==> config.mk <==
export PLATFORM = sky130hd
export DESIGN_NAME = wb_port_arbiter
export DESIGN_NICKNAME = d
export VERILOG_FILES = /design/src/rtl/wb_port_arbiter.sv
export SDC_FILE = /design/constraint.sdc
export NUM_CORES = 1
export LEC_CHECK = 0
export CORE_UTILIZATION = 25
export DETAILED_ROUTE_END_ITERATION = 10
export MAX_ROUTING_LAYER = met4
export PLACE_DENSITY = 0.68
export SLEW_MARGIN = 20
export SYNTH_ARGS = -nofsm -noshare
export SYNTH_HDL_FRONTEND = slang
export SYNTH_SLANG_ARGS = --single-unit
==> constraint.sdc <==
create_clock -name clk -period 3.8 [get_ports clk]
set_input_delay 0.76 -clock clk [delete_from_list [all_inputs] [get_ports clk]]
set_output_delay 0.76 -clock clk [all_outputs]
set_load 0.01 [all_outputs]
==> src/rtl/wb_port_arbiter.sv <==
// Write-back port arbiter: picks one of the ALU / load results per cycle for the
// single register-file write port, with starvation protection for the ALU.
//
// state   | meaning
// MEM_PRI | load wins when both paths are valid (reset state)
// ALU_PRI | ALU wins when both are valid; returns to MEM_PRI after the ALU is granted
module wb_port_arbiter #(
  parameter int XLEN         = 64,
  parameter int STARVE_LIMIT = 3
) (
  input  logic            clk,
  input  logic            rst_n,
  input  logic            alu_valid,
  input  logic [4:0]      alu_rd,
  input  logic [XLEN-1:0] alu_result,
  output logic            alu_ready,
  input  logic            mem_valid,
  input  logic [4:0]      mem_rd,
  input  logic [XLEN-1:0] mem_data,
  output logic            mem_ready,
  input  logic            stall,
  output logic            reg_write,
  output logic [4:0]      write_rd,
  output logic [XLEN-1:0] write_data,
  output logic            wb_src
);

  localparam int CW = $clog2(STARVE_LIMIT + 1);
  localparam logic [CW-1:0] LIMIT = CW'(STARVE_LIMIT);

  typedef enum logic {MEM_PRI = 1'b0, ALU_PRI = 1'b1} state_t;

  state_t        r_state, w_state_nxt;
  logic [CW-1:0] r_starve, w_starve_nxt;
  logic          w_alu_gnt, w_mem_gnt;

  // Grants depend only on valids, stall and state; never on rd or data.
  always_comb begin
    w_alu_gnt = 1'b0;
    w_mem_gnt = 1'b0;
    if (rst_n && !stall) begin
      if (alu_valid && mem_valid) begin
        if (r_state == ALU_PRI) w_alu_gnt = 1'b1;
        else                    w_mem_gnt = 1'b1;
      end else begin
        w_alu_gnt = alu_valid;
        w_mem_gnt = mem_valid;
      end
    end
  end

  assign alu_ready = w_alu_gnt;
  assign mem_ready = w_mem_gnt;

  always_comb begin
    w_state_nxt  = r_state;
    w_starve_nxt = r_starve;
    if (!stall) begin
      if (w_alu_gnt || !alu_valid)
        w_starve_nxt = '0;
      else if (w_mem_gnt && (r_starve != LIMIT))
        w_starve_nxt = r_starve + CW'(1);
      case (r_state)
        MEM_PRI: if (w_starve_nxt == LIMIT) w_state_nxt = ALU_PRI;
        ALU_PRI: if (w_alu_gnt)             w_state_nxt = MEM_PRI;
        default: w_state_nxt = MEM_PRI;
      endcase
    end
  end

  always_ff @(posedge clk or negedge rst_n) begin
    if (!rst_n) begin
      r_state  <= MEM_PRI;
      r_starve <= '0;
    end else begin
      r_state  <= w_state_nxt;
      r_starve <= w_starve_nxt;
    end
  end

  // A transfer to x0 is still accepted but never raises the write enable.
  always_ff @(posedge clk or negedge rst_n) begin
    if (!rst_n) begin
      reg_write  <= 1'b0;
      write_rd   <= '0;
      write_data <= '0;
      wb_src     <= 1'b0;
    end else if (w_alu_gnt) begin
      reg_write  <= (alu_rd != 5'd0);
      write_rd   <= alu_rd;
      write_data <= alu_result;
      wb_src     <= 1'b0;
    end else if (w_mem_gnt) begin
      reg_write  <= (mem_rd != 5'd0);
      write_rd   <= mem_rd;
      write_data <= mem_data;
      wb_src     <= 1'b1;
    end else begin
      reg_write  <= 1'b0;
    end
  end

endmodule

; ---- After elaboration in Yosys (flattened, before gate mapping)
; Index checks and enable logic that the tools add are counted.
[word_totals]
regBits = 74
inputBits = 143
out_inout_bits = 73
wordCells = 39
[op_classes]
add_sub_neg = 1
n_eq_ne = 2
mux = 20
bitwise = 1
n_reduce_logical = 9
[op_table]
columns = cell, n
row1 = $mux W64, 2
row2 = $mux W1, 12
row3 = $mux W5, 2
row4 = $reduce_bool A5 Y1, 2
row5 = $mux W2, 3
row6 = $logic_and A1 B1 Y1, 3
row7 = $add A2 B1 Y2 const B, 1
row8 = $eq A2 B2 Y1 const B, 1
row9 = $logic_not A1 Y1, 2
row10 = $ne A2 B2 Y1 const B, 1
row11 = $pmux W1 S2, 1
row12 = $reduce_bool A2 Y1, 1
row13 = $logic_or A1 B1 Y1, 1
row14 = $not A1 Y1, 1

; ---- Logic depth before layout (Yosys ltp)
[logic_depth]
word_depth = 10
depth_mapped = 6

; ---- Worst setup path before layout
; No wires, ideal clock.
[synth_timing]
kind = in2out
start = input rst_n
end = output mem_ready
arrival_time_ns = 1.346
t_required_ns = 3.040
setup_slack_ns = 1.694
cell_stages = 3
path_buffers = 1
cell_sequence = nor2b_4 and3_1 clkbuf_1
[synth_via]
elab_chain_len = 2
[synth_lines]
columns = element, line_no
row1 = start: declaration, 12  ; input logic rst_n,
row2 = $logic_and A1 B1 Y1, 41  ; if (rst_n && !stall) begin
row3 = $mux W1, 41
row4 = end: declaration, 20  ; output logic mem_ready,
; No other way between the ends.

; ---- Worst setup path in the final report
[layout_timing]
start = input stall
end = output alu_ready
[layout_via]
elab_chain_len = 3
[layout_lines]
columns = element, line_no
row1 = start: declaration, 21  ; input logic stall,
row2 = $logic_not A1 Y1, -
row3 = $logic_and A1 B1 Y1, 41
row4 = $mux W1, 41
row5 = end: declaration, 16  ; output logic alu_ready,
; No other way between the ends.

==> out/qor.txt <==
status: finished clean
clk sinks: 74
Num CTS Buffers: 9
Final Net Count: 616
DP HPWL: 7.35 mm
Layout area overhead: 82.1%
Pwr Density: 462 mW/mm^2
sequential share of power: 37.6%
Worst Hold Class: reg -> reg
Reg-to-Reg Start: r_state
GP Congestion: 0.697
Clock Power Share: 35.7%
Setup violations, final: 0
Max FO, Critical Path: 4
port bufs: 215
Psw: 646 uW
reg-to-reg setup timing slack: 1.91 ns
number of global-route vias before repair: 3248
# diodes: 0
hold buffers post-CTS: 0
Yosys Warn Count: 0
via/cell ratio: 4.86
GRT Util Overall: 16.0%
combinational group share of total power: 26.7%
initial antenna violation count: 0
Internal: 2.01 mW
Final Non-Filler Cells: 644
Vert. Die Dim: 114 um
slew margin rel.: 38.0%
first-pass GRT wire length: 15.8 mm
Final Hold Viols: 0
Seq/Total Area, Yosys: 58.7%
Worst Reg2Reg Path Length in Cells: 5
Reg clk slew, reported paths: 0.06 ns
I/O pin total: 216
FP Rows: 40
synth unique cells: 24
Avg Synthesized Cell Area: 11.9 um^2
startpoint types: primary input
reg-to-reg endpoint: r_state
Syn Std Cell Area: 0.00315 mm^2
WP data required: 3.04 ns
syn_nets: 409
Final ANT Viol Nets: 0
Slew Limit Fails: 0
maximum buffer depth of the clock tree: 2
Root Driver: clkbuf_16
Worst Setup SP: stall
Worst Tran Pin Value: 0.930 ns
Initial Util: 25.9%
switching share of power: 24.4%
Post-CTS Setup Inserts: 0
final worst-path cycle share: 79.1%
clk_skew: 0.00642 ns
fin crit period: 3.01 ns
Wirelength per Cell: 16.1 um
post_cts resized: 0
Placed Instances: 629
Max-Cap Viols: 0
Worst-Skew Late Latency: 0.32 ns
CTS H-tree lvls: 3
Worst Setup End Kind: output pin
Data arrival, critical path: 2.25 ns
worst vdd ir: 0.228 mV
Post-Route WL: 10.4 mm
share of cells above drive strength 1: 4.83%
Sum Neg Setup Slack: 0 ns
crit path kind: in -> out
die width: 114 um
Worst Setup EP: alu_ready
die footprint: 0.0131 mm^2
register bit total from synthesis: 74
drc violations: 0
pin count of the biggest net entering global routing: 77
Via Count: 3131
Syn Inst Count: 265
CTS tree: built
DR pass1 iterations: 8
DRT iter0 DRCs: 356
RSZ-0062 raised after global routing: false
f_max: 333 MHz
leakage: 2.63 nW
GRT Residual Overflow: 0
CORE AREA: 0.0122 mm^2
[Yosys cell counts (all sizes together)]
master | n | area (um^2)
buf | 17 | 138
mux2i | 1 | 10.0
nand2 | 3 | 11.3
a211o | 1 | 8.76
nand2b | 2 | 12.5
o22ai | 1 | 6.26
and3 | 2 | 12.5
o21bai | 1 | 7.51
or4 | 2 | 15.0
o21ai | 4 | 20.0
nor2b | 1 | 13.8
nand4b | 1 | 8.76
a222oi | 69 | 691
dfrtp | 74 | 1850
nor3b | 2 | 15.0
ha | 1 | 12.5
inv | 73 | 274
a21oi | 2 | 10.0
clkbuf | 6 | 22.5
nand4 | 1 | 6.26
or3 | 1 | 6.26
[sequential cells by signal (all words and copies together), names as in the netlist]
| name | flops |
|---|---|
| r_state | 1 |
| reg_write | 1 |
| r_starve | 2 |
| wb_src | 1 |
| write_rd | 5 |
| write_data | 64 |
[logic make-up (layout without fill, tap and decap cells)]
kind of cell,Yosys count,count (layout),synth area share (%)
muxes,1,1,0.317
and+or+nand+nor,15,15,3.21
buffers and inverters,96,307,13.8
AOI/OAI and AO/OA,78,78,23.6
adders and majority gates,1,1,0.397
DFF,74,74,58.7
[cell type report]
cell class	count	area, um^2
clock inverter	5	104
fill	1148	6420
inverter	73	274
sequential	74	1850
multi-input combinational	95	881
timing repair buffer	219	2190
tap	168	210
clock buffer	10	229
[routing by layer]
layer	vias to the layer above	share of wire (%)	GRT usage [%]
li1	1426	-	-
met1	1541	40	17.9
met2	155	52	28.4
met3	9	7.1	2.70
met4	0	1.1	5.89
met5	-	0	-
[power groups by stage]
stage,registers (mW),logic [mW],clock network (mW)
2_1_floorplan,1.06,0.180,0
3_3_place_gp,1.00,0.704,0
3_5_place_dp,1.01,0.716,0
4_1_cts,0.996,0.718,0.983
5_1_grt,1.01,0.762,1.02
6_report,0.997,0.708,0.946
[worst max-delay path, stage by stage]
cell and delay [ns]:
clkdlybuf4s50_1 0.49, nor2b_4 0.19, and3_2 0.24, clkdlybuf4s50_1 0.57
[layout by cell type (no fill, tap or decap), types with 3 or more instances in the layout]
cell	instances
clkdlybuf4s50_1	214
dfrtp_1	74
inv_1	73
a222oi_1	69
clkbuf_16	9
buf_4	4
nand2_1	3
o21ai_0	3
bufinv_16	3
[worst min-delay path by stage]
stage | cells past startpoint | slack (ns) | end | start
after floorplan | 0 | 0.46 | r_starve[0] | rst_n
after global placement | 2 | 0.49 | write_rd[0] | write_rd[0]
after detailed placement | 2 | 0.50 | write_data[47] | write_data[47]
after CTS | 2 | 0.51 | write_data[33] | write_data[33]
after global routing | 2 | 0.53 | write_data[30] | write_data[30]
final | 2 | 0.51 | write_data[47] | write_data[47]
[through the flow]
stage	setup WS, ns	power [mW]	hold slack, ns	instance area, um^2	util [%]
after floorplan	1.69	1.24	0.464	3150	-
after global placement	0.802	1.70	0.488	5410	44.5
after detailed placement	0.786	1.72	0.495	5410	44.5
after CTS	0.786	2.70	0.511	5740	47.2
after global routing	0.739	2.79	0.527	5740	47.2
final	0.793	2.65	0.509	5740	47.2
Note: power is estimated with default switching activity, not from simulation.
